### src/rtl/fetch_unit.sv
// ============================================================================
// fetch_unit : single-issue instruction fetch stage for a 1-cycle-latency memory
// Optional macro FETCH_COUNT_EN adds the fetch_count output. Rev 1.0
// ============================================================================
`default_nettype none

module fetch_unit #(
  parameter int ADDR_W   = 5,
  parameter int DATA_W   = 14,
  parameter int RESET_PC = 0
) (
  input  logic              clk,
  input  logic              rst_n,
  input  logic              start,
  input  logic              stop,
  input  logic              jump_valid,
  input  logic [ADDR_W-1:0] jump_target,
  input  logic [DATA_W-1:0] mem_dataout,
  input  logic              instr_ready,
  output logic [ADDR_W-1:0] mem_address,
  output logic              mem_en,
  output logic [DATA_W-1:0] mem_datain,
  output logic [DATA_W-1:0] instr,
  output logic [ADDR_W-1:0] instr_pc,
  output logic              instr_valid,
  output logic              running
`ifdef FETCH_COUNT_EN
  ,
  output logic [15:0]       fetch_count
`endif
);

  typedef enum logic [1:0] {
    IDLE    = 2'd0,
    ISSUE   = 2'd1,
    CAPTURE = 2'd2,
    HOLD    = 2'd3
  } state_t;

  localparam logic [ADDR_W-1:0] PC_INIT = ADDR_W'(RESET_PC);

  state_t              state_q, state_d;
  logic [ADDR_W-1:0]   pc_q, pc_d;
  logic [DATA_W-1:0]   instr_q, instr_d;
  logic [ADDR_W-1:0]   instr_pc_q, instr_pc_d;
  logic                instr_valid_q, instr_valid_d;
  logic                running_q, running_d;
  logic                accept;
  logic                start_ok;

  // Priority outside IDLE: stop, then jump, then the normal fetch sequence.
  always_comb begin
    state_d       = state_q;
    pc_d          = pc_q;
    instr_d       = instr_q;
    instr_pc_d    = instr_pc_q;
    instr_valid_d = instr_valid_q;
    accept        = 1'b0;
    start_ok      = 1'b0;
    if (state_q == IDLE) begin
      if (start) begin
        start_ok = 1'b1;
        pc_d     = PC_INIT;
        state_d  = ISSUE;
      end
    end else if (stop) begin
      instr_valid_d = 1'b0;
      state_d       = IDLE;
    end else if (jump_valid) begin
      pc_d          = jump_target;
      instr_valid_d = 1'b0;
      state_d       = ISSUE;
    end else begin
      case (state_q)
        ISSUE: state_d = CAPTURE;
        CAPTURE: begin
          instr_d       = mem_dataout;
          instr_pc_d    = pc_q;
          instr_valid_d = 1'b1;
          pc_d          = pc_q + ADDR_W'(1);
          state_d       = HOLD;
        end
        HOLD: begin
          if (instr_ready) begin
            accept        = 1'b1;
            instr_valid_d = 1'b0;
            state_d       = ISSUE;
          end
        end
        default: state_d = IDLE;
      endcase
    end
    running_d = (state_d != IDLE);
  end

  always_ff @(posedge clk or negedge rst_n) begin
    if (!rst_n) begin
      state_q       <= IDLE;
      pc_q          <= PC_INIT;
      instr_q       <= '0;
      instr_pc_q    <= '0;
      instr_valid_q <= 1'b0;
      running_q     <= 1'b0;
    end else begin
      state_q       <= state_d;
      pc_q          <= pc_d;
      instr_q       <= instr_d;
      instr_pc_q    <= instr_pc_d;
      instr_valid_q <= instr_valid_d;
      running_q     <= running_d;
    end
  end

`ifdef FETCH_COUNT_EN
  logic [15:0] fetch_count_q, fetch_count_d;

  always_comb begin
    fetch_count_d = fetch_count_q;
    if (start_ok) begin
      fetch_count_d = '0;
    end else if (accept && (fetch_count_q != 16'hFFFF)) begin
      fetch_count_d = fetch_count_q + 16'd1;
    end
  end

  always_ff @(posedge clk or negedge rst_n) begin
    if (!rst_n) begin
      fetch_count_q <= '0;
    end else begin
      fetch_count_q <= fetch_count_d;
    end
  end

  assign fetch_count = fetch_count_q;
`else
  logic unused_ok;
  assign unused_ok = accept ^ start_ok;
`endif

  // Read-only stage: the write side of the memory port is tied off.
  assign mem_address = pc_q;
  assign mem_en      = 1'b0;
  assign mem_datain  = '0;
  assign instr       = instr_q;
  assign instr_pc    = instr_pc_q;
  assign instr_valid = instr_valid_q;
  assign running     = running_q;

endmodule

`default_nettype wire

### config.mk
export PLATFORM = sky130hd
export DESIGN_NAME = fetch_unit
export DESIGN_NICKNAME = d
export VERILOG_FILES = /design/src/rtl/fetch_unit.sv
export SDC_FILE = /design/constraint.sdc
export NUM_CORES = 1
export LEC_CHECK = 0
export ABC_AREA = 1
export BUFFER_PORTS_ARGS = -buffer_cell sky130_fd_sc_hd__buf_2
export CAP_MARGIN = 20
export CORE_UTILIZATION = 30
export DETAILED_ROUTE_END_ITERATION = 8
export HOLD_SLACK_MARGIN = 0.03
export SLEW_MARGIN = 10
export SYNTH_ARGS = -nofsm -noshare
export SYNTH_HDL_FRONTEND = slang
export SYNTH_SLANG_ARGS = --single-unit
### constraint.sdc
create_clock -name clk -period 1.2 [get_ports clk]
set_input_delay 0.24 -clock clk [delete_from_list [all_inputs] [get_ports clk]]
set_output_delay 0.24 -clock clk [all_outputs]
set_load 0.1 [all_outputs]
==> results of run 1 <==
final timing paths:
path / end / slack [ns] / cells past startpoint
worst max-delay path: mem_address[0] / -0.03 / 1
worst min-delay path: state_q[1]$_DFF_PN0_ / 0.16 / 2
worst max register to register: mem_address[2]$_DFFE_PN0P_ / 0.08 / 7
worst min register to register: state_q[1]$_DFF_PN0_ / 0.50 / 1
max in group asynchronous: mem_address[0]$_DFFE_PN0P_ / 0.42 / 3
min in group asynchronous: instr[12]$_DFFE_PN0P_ / 0.49 / 3
placed cells by master (no fill, tap or decap), drive strengths merged:
cell type    instances
ha                   1
clkbuf               3
o211ai               1
nor2                 6
nand2               51
a21oi                1
o21ai               21
nand3                8
inv                 28
nand4                2
buf                 57
a31oi                1
dlygate4sd3          1
dfrtp               28
conb                15
cell type report:
cell class                      instances  area [sq um]  share of cell area
Timing Repair Buffer                   58           716               0.337
Sequential cell                        28           714               0.336
Multi-Input combinational cell        107           484               0.228
Inverter                               28           105              0.0494
Tap cell                               52          65.1              0.0306
Clock buffer                            3          41.3              0.0194
registers in the layout, summed over array words and instances, names as in the netlist:
name and flops:
instr 14, running 1, instr_valid 1, mem_address 5
instr_pc 5, state_q 2
routing by layer:
metal | up-vias | GRT usage | part of all wire
met5 | - | 0 | 0
met4 | 0 | 0.0544 | 0.013
met3 | 2 | 0.0233 | 0.057
met2 | 42 | 0.186 | 0.45
met1 | 485 | 0.142 | 0.48
li1 | 597 | - | -
through the flow:
step / setup TNS [ns] / std cells / utilization
after global placement: 0 / 268 / 0.468
after global routing: -0.0860 / 276 / 0.488
after floorplan: -0.0545 / 182 / -
after CTS: -0.0514 / 274 / 0.483
after detailed placement: 0 / 268 / 0.468
final: -0.0294 / 276 / 0.488
cells by family after synthesis:
group / synth area share
other: 0.00275
DFF: 0.513
buffers and inverters: 0.183
adders and majority gates: 0.00916
and+or+nand+nor: 0.201
AOI/OAI and AO/OA: 0.0907
repair_timing:
action	4_1_cts	5_1_grt
hold buffers	1	0
resized for setup	0	4
endpoints found under the hold margin	28	0
buffers inserted	2	2
pin swaps	0	0
endpoints found under the setup margin	2	8
==> impl_metrics.csv, run 1 <==
group,metric,value,unit
synthesis,async_flop_share,1.00,
setup_path,crit_chain,"buf_12",
synthesis,ys_seq_elements,28,
final_layout,final_nets,252,
setup_path,crit_fanout,6,
floorplanning,dieArea,4820,sq um
synthesis,yosysSeqAreaShare,0.513,
setup_path,worstPathArrival,0.99,ns
floorplanning,rows,24,
sta,hold_viol,0,
worst_hold_path,hold_start,"instr_ready",
placement,placed_area,2040,sq um
worst_hold_path,min_path_type,"in2reg",
setup_path,end_kind,"output port",
clock_network,worstSkewPairLatency,0.26,ns
synthesis,synth_area,1370,sq um
setup_path,setup.worst_path.start,"mem_address[0]$_DFFE_PN0P_",
clock_network,h-tree-depth,1,
route,vias,1126,
synthesis,yosys-top-cells-area,"dfrtp_1, nand2_1, buf_4",
synthesis,syn_inst,168,
setup_path,critPathSlowestCell,"dfrtp_4",
placement,detailed_place_hpwl,1950,um
global_routing,track_usage,0.113,
route,wl_per_cell,9.25,um
route,drc,0,
synthesis,yosysTopAreaCellShare,0.513,
floorplanning,core-area,4350,sq um
floorplanning,initial_core_util,0.314,
floorplanning,die_y,69.5,um
synthesis,synth_edf_count,0,
sta,rsz0062_at_grt,"yes",
sta,layout_setup_ws,-0.0254,ns
final_layout,n_fill_cell,417,
floorplanning,io_pins,66,
floorplanning,dieWidth,69.5,um
global_routing,overflow,0,
run,max_cap_violations,0,
placement,port_buffers,50,
clock_network,cts_buffers,3,
setup_path,critPathKind,"reg2out",
clock_network,cts_sinks,28,
clock_network,clk_path_buf_depth,2,
sta,timing.hold.ws,0.162,ns
route,routed_wl,2550,um
final_layout,area.growth.synth_to_final,55.7,%
setup_path,crit_required,0.96,ns
synthesis,yosys.area.top_type,"dfrtp_1",
global_routing,grt_max_degree,40,
synthesis,yosys_warnings,0,
sta,slew_viol_final,0,
sta,timing.final.crit_share,1.02,
clock_network,cts_root_buf,"clkbuf_8",
setup_path,timing.rr.start,"mem_address[0]$_DFFE_PN0P_",
synthesis,synth.most_common_cell,"nand2_1",
outcome,status,"finished, violations left",
global_routing,grt_pass1_wl,4370,um
final_layout,insertedDiodeCount,0,
final_layout,stdcell_area,2130,sq um
placement,gp_congestion,0.770,
setup_path,cpLargestDelayFamily,"flip-flops",
sta,fin_crit,1.23,ns
route,drt-initial-drc-count,60,
route,viasPerCell,4.08,
setup_path,path_buf_inv,1,
synthesis,syn_avg_cell_area,8.13,sq um
route,drt_pass1_iterations,4,
outcome,violations,"setup timing",
synthesis,synth_ff_type,"dfrtp_1",
route,drtAntennaViolNets,0,
clock_network,clk_pin_slew,0.09,ns
placement,pre_cts_slack,0.0467,ns
global_routing,grt_pass1_vias,1015,
global_routing,antenna_found_initial,0,
synthesis,synthDistinctLibCells,18,
sta,setup_viol,2,
sta,fin_skew,0.00420,ns
final_layout,final_layout_size_suffix_gt1_frac,0.326,
clock_network,cts_tree,"yes",
setup_path,max_stage_delay,0.54,ns
sta,max_freq,816,MHz
setup_path,critical_path.startpoint_type,"register",
synthesis,yosys-top-cells-count,"nand2_1, dfrtp_1, inv_1",
Power of run 1 is left out: the tool's default activity adds up to more than one toggle a clock period on the data nets, which glitch-free logic cannot reach.
==> run 2: changes to the inputs <==
Settings changed: CORE_UTILIZATION 30 to 45, PLACE_DENSITY set to 0.78, SLEW_MARGIN 10 to not set, TNS_END_PERCENT set to 30.
==> run 2 against run 1 <==
The run ends with DRC, setup timing left. Worst setup slack worse by 0.043 ns. Non-clock buffer count increased by 6. Clock skew about the same. Flip-flop and latch count is the same. Design area rose by 2.2%.
==> impl_metrics.csv, run 2 (same netlist as run 1, synthesis figures left out) <==
group,metric,value,unit
outcome,status,"finished, violations left",
outcome,violations,"DRC, setup timing",
sta,slew_viol_final,0,
floorplanning,dieWidth,57.1,um
setup_path,ff2ff_path_depth,8,
route,drc,14,
route,drt-initial-drc-count,52,
final_layout,final_nets,258,
route,drt_pass1_iterations,7,
global_routing,grt_max_degree,40,
sta,setup_viol,7,
global_routing,overflow,0,
clock_network,worstSkewPairLatency,0.33,ns
setup_path,crit_fanout,2,
clock_network,clk_path_buf_depth,2,
final_layout,register_area,713,sq um
sta,layout_setup_ws,-0.0679,ns
global_routing,grt_pass1_wl,4730,um
setup_path,critPathSlowestCell,"dfrtp_4",
route,route.met3.wl,224,um
sta,hold_viol,0,
final_layout,final_common_cell,"nand2_1",
setup_path,critical_path.startpoint_type,"register",
route,wl_met2,1430,um
sta,fin_skew,0.00443,ns
setup_path,worstPathArrival,1.03,ns
floorplanning,die_y,57.1,um
setup_path,cp_num_cells,1,
clock_network,clk_pin_slew,0.14,ns
setup_path,max_stage_delay,0.53,ns
run,max_cap_violations,0,
route,drt-met1-wl,1330,um
final_layout,area.growth.synth_to_final,59.2,%
route,routed.top_layer,"met4",
placement,gp_congestion,0.805,
final_layout,n_fill_cell,183,
setup_path,cpLargestDelayFamily,"flip-flops",
clock_network,h-tree-depth,1,
setup_path,end_kind,"output port",
final_layout,final_cell_mix,"nand2_1, buf_12, inv_1",
sta,max_freq,789,MHz
final_layout,insertedDiodeCount,0,
global_routing,antenna_found_initial,0,
setup_path,ff2ff_setup_slack,-0.01,ns
route,wl_per_cell,11.5,um
clock_network,cts_sinks,28,
setup_path,timing.rr.start,"mem_address[0]$_DFFE_PN0P_",
worst_hold_path,hold_path_depth,2,
floorplanning,rows,19,
route,routed_wl,3030,um
clock_network,cts_tree,"yes",
global_routing,grt_pass1_vias,1075,
floorplanning,core-area,2810,sq um
clock_network,cts_root_buf,"clkbuf_4",
setup_path,r2r-end,"mem_address[2]$_DFFE_PN0P_",
route,vias,1221,
worst_hold_path,min_to,"state_q[1]$_DFF_PN0_",
placement,detailed_place_hpwl,2090,um
route,drtAntennaViolNets,0,
floorplanning,dieArea,3260,sq um
setup_path,path_buf_inv,1,
final_layout,fin_util,0.775,
placement,port_buffers,50,
final_layout,final_layout_size_suffix_gt1_frac,0.355,
setup_path,setup.worst_path.start,"mem_address[0]$_DFFE_PN0P_",
final_layout,multi_input_area,499,sq um
worst_hold_path,min_path_type,"in2reg",
sta,timing.final.crit_share,1.06,
route,viasPerCell,4.66,
setup_path,critPathKind,"reg2out",
sta,fin_crit,1.27,ns
sta,rsz0062_at_grt,"yes",
global_routing,track_usage,0.189,
floorplanning,initial_core_util,0.487,
clock_network,cts_buffers,3,
setup_path,crit_required,0.96,ns
floorplanning,io_pins,66,
worst_hold_path,hold_start,"instr_ready",
setup_path,crit_chain,"buf_12",
final_layout,largest_reg_flops,14,
[run 2: changes by cell type in the layout (fill, tap and decap cells not counted), sizes merged]
cell and delta:
buf +6, clkbuf +1
[run 2: repair_timing]
action	4_1_cts	5_1_grt
endpoints found under the hold margin	28	0
setup endpoints to repair	7	32
hold buffers	1	0
pin swaps	0	8
setup buffers	2	8
resized for setup	0	9
[run 2: how the worst max path moves through the flow]
| stage | end |
|---|---|
| detailed placement | mem_address[4]$_DFFE_PN0P_ |
| global route | mem_address[2]$_DFFE_PN0P_ |
| finish | mem_address[0] |
| floorplan | mem_address[4]$_DFFE_PN0P_ |
| global placement | mem_address[4]$_DFFE_PN0P_ |
| CTS | mem_address[0] |
[run 2: per-stage QoR]
step	area (sq um)	setup slack [ns]	TNS, ns	hold WS, ns	instances
2_1_floorplan	1440	-0.0275	-0.0545	-0.0556	182
3_3_place_gp	2020	0.0828	0	0.129	247
3_5_place_dp	2020	0.0495	0	0.131	247
4_1_cts	2090	-0.0741	-0.358	0.0972	254
5_1_grt	2170	-0.133	-1.30	0.0752	262
6_report	2170	-0.0679	-0.222	0.111	262
[run 2: cell type report]
cell class	count	area share
Clock buffer	4	0.0167
Sequential cell	28	0.328
Timing Repair Buffer	64	0.359
Inverter	28	0.0484
Tap cell	31	0.0178
Multi-Input combinational cell	107	0.230
[run 2: per-layer routing]
| metal | vias to the layer above | GRT usage |
|---|---|---|
| met2 | 67 | 0.316 |
| li1 | 611 | - |
| met4 | 0 | 0.0836 |
| met3 | 6 | 0.0340 |
| met5 | - | 0 |
| met1 | 537 | 0.241 |
Power of run 2 is left out for the same reason.
==> run 3: changes to the inputs <==
Settings changed: RECOVER_POWER set to 100.
==> run 3 against run 2 <==
The run still ends with DRC, setup timing left. Clock skew rose by 0.0010 ns. Core utilization fell by 0.98 points. Wire length is 0.53% lower. Worst setup slack better by 0.00099 ns. Via count shrank 0.16%. Global-route usage stayed put. Design area down 1.3%. Clock-buffer cell count unchanged. Final cell count stayed put. Critical endpoint unchanged. Highest routed layer unchanged.
==> impl_metrics.csv, run 3 (same netlist as run 1, synthesis figures left out) <==
group,metric,value,unit
clock_network,clk_pin_slew,0.14,ns
route,viasPerCell,4.65,
worst_hold_path,hold_path_depth,2,
placement,gp_congestion,0.805,
sta,rsz0062_at_grt,"yes",
clock_network,cts_root_buf,"clkbuf_4",
setup_path,critical_path.startpoint_type,"register",
setup_path,end_kind,"output port",
run,max_cap_violations,0,
final_layout,largest_reg_flops,14,
final_layout,n_fill_cell,190,
floorplanning,io_pins,66,
clock_network,h-tree-depth,1,
clock_network,worstSkewPairLatency,0.33,ns
sta,slew_viol_final,0,
floorplanning,dieArea,3260,sq um
worst_hold_path,min_path_type,"in2reg",
sta,slew_headroom,0.605,
final_layout,area.growth.synth_to_final,57.2,%
outcome,status,"finished, violations left",
floorplanning,core-area,2810,sq um
sta,tightest_slew,0.593,ns
setup_path,path_buf_inv,1,
final_layout,final_common_cell,"nand2_1",
sta,hold_viol,0,
setup_path,crit_required,0.96,ns
floorplanning,dieWidth,57.1,um
setup_path,cp_num_cells,1,
route,drc,14,
global_routing,grt_pass1_vias,1075,
route,wl_per_cell,11.5,um
final_layout,insertedDiodeCount,0,
clock_network,cts_buffers,3,
final_layout,final_layout_size_suffix_gt1_frac,0.346,
route,routed_wl,3010,um
final_layout,final_cell_mix,"nand2_1, inv_1, buf_12",
setup_path,max_stage_delay,0.53,ns
setup_path,worstPathArrival,1.03,ns
placement,pre_cts_slack,0.0495,ns
placement,port_buffers,50,
final_layout,final_nets,258,
floorplanning,rows,19,
sta,timing.hold.ws,0.112,ns
global_routing,antenna_found_initial,0,
global_routing,track_usage,0.189,
global_routing,grt_max_degree,40,
sta,setup_viol,7,
setup_path,critPathSlowestCell,"dfrtp_4",
setup_path,critPathKind,"reg2out",
sta,layout_setup_ws,-0.0669,ns
setup_path,crit_chain,"buf_12",
global_routing,overflow,0,
route,drt-initial-drc-count,61,
clock_network,clk_path_buf_depth,2,
floorplanning,die_y,57.1,um
setup_path,cpLargestDelayFamily,"flip-flops",
final_layout,fin_util,0.765,
clock_network,cts_sinks,28,
clock_network,cts_tree,"yes",
route,drt_pass1_iterations,7,
floorplanning,initial_core_util,0.487,
sta,timing.final.crit_share,1.06,
setup_path,crit_fanout,2,
sta,fin_skew,0.00547,ns
route,drtAntennaViolNets,0,
sta,fin_crit,1.27,ns
sta,max_freq,789,MHz
global_routing,grt_pass1_wl,4730,um
outcome,violations,"DRC, setup timing",
setup_path,ff2ff_path_depth,8,
route,vias,1219,
placement,detailed_place_hpwl,2090,um
[run 3: stage by stage]
step / setup TNS [ns] / instances / area [sq um]
final: -0.221 / 262 / 2150
after global routing: -2.59 / 262 / 2150
after CTS: -0.358 / 254 / 2090
after detailed placement: 0 / 247 / 2020
after global placement: 0 / 247 / 2020
after floorplan: -0.0545 / 182 / 1440
[run 3: path summary, 6_finish.rpt]
check                                                start                         end  slack, ns
worst max-delay path            mem_address[0]$_DFFE_PN0P_              mem_address[0]      -0.07
worst min-delay path                           instr_ready        state_q[1]$_DFF_PN0_       0.11
min in group asynchronous                            rst_n       instr[13]$_DFFE_PN0P_       0.40
worst min register to register        state_q[0]$_DFF_PN0_        state_q[1]$_DFF_PN0_       0.53
max in group asynchronous                            rst_n     instr_valid$_DFFE_PN0P_       0.06
worst max register to register  mem_address[0]$_DFFE_PN0P_  mem_address[2]$_DFFE_PN0P_      -0.01
[run 3: final cells by class]
class                           instances  area (sq um)  area share
Sequential cell                        28           713       0.332
Clock buffer                            4          36.3      0.0169
Tap cell                               31          38.8      0.0181
Inverter                               28           105      0.0490
Timing Repair Buffer                   64           758       0.353
Multi-Input combinational cell        107           494       0.230
[run 3: timing repair]
item | CTS | global route
hold endpoints to repair | 28 | 0
pin swaps | 0 | 8
gates resized for setup | 0 | 9
hold buffers | 1 | 0
setup endpoints to repair | 7 | 32
gates cloned | 0 | 0
buffers inserted | 2 | 8
[run 3: metal layers]
metal	vias up	wire, um	track usage
li1	612	-	-
met5	-	0	0
met2	64	1440	0.316
met1	539	1310	0.241
met3	4	228	0.0340
met4	0	35	0.0836
Power of run 3 is left out for the same reason.
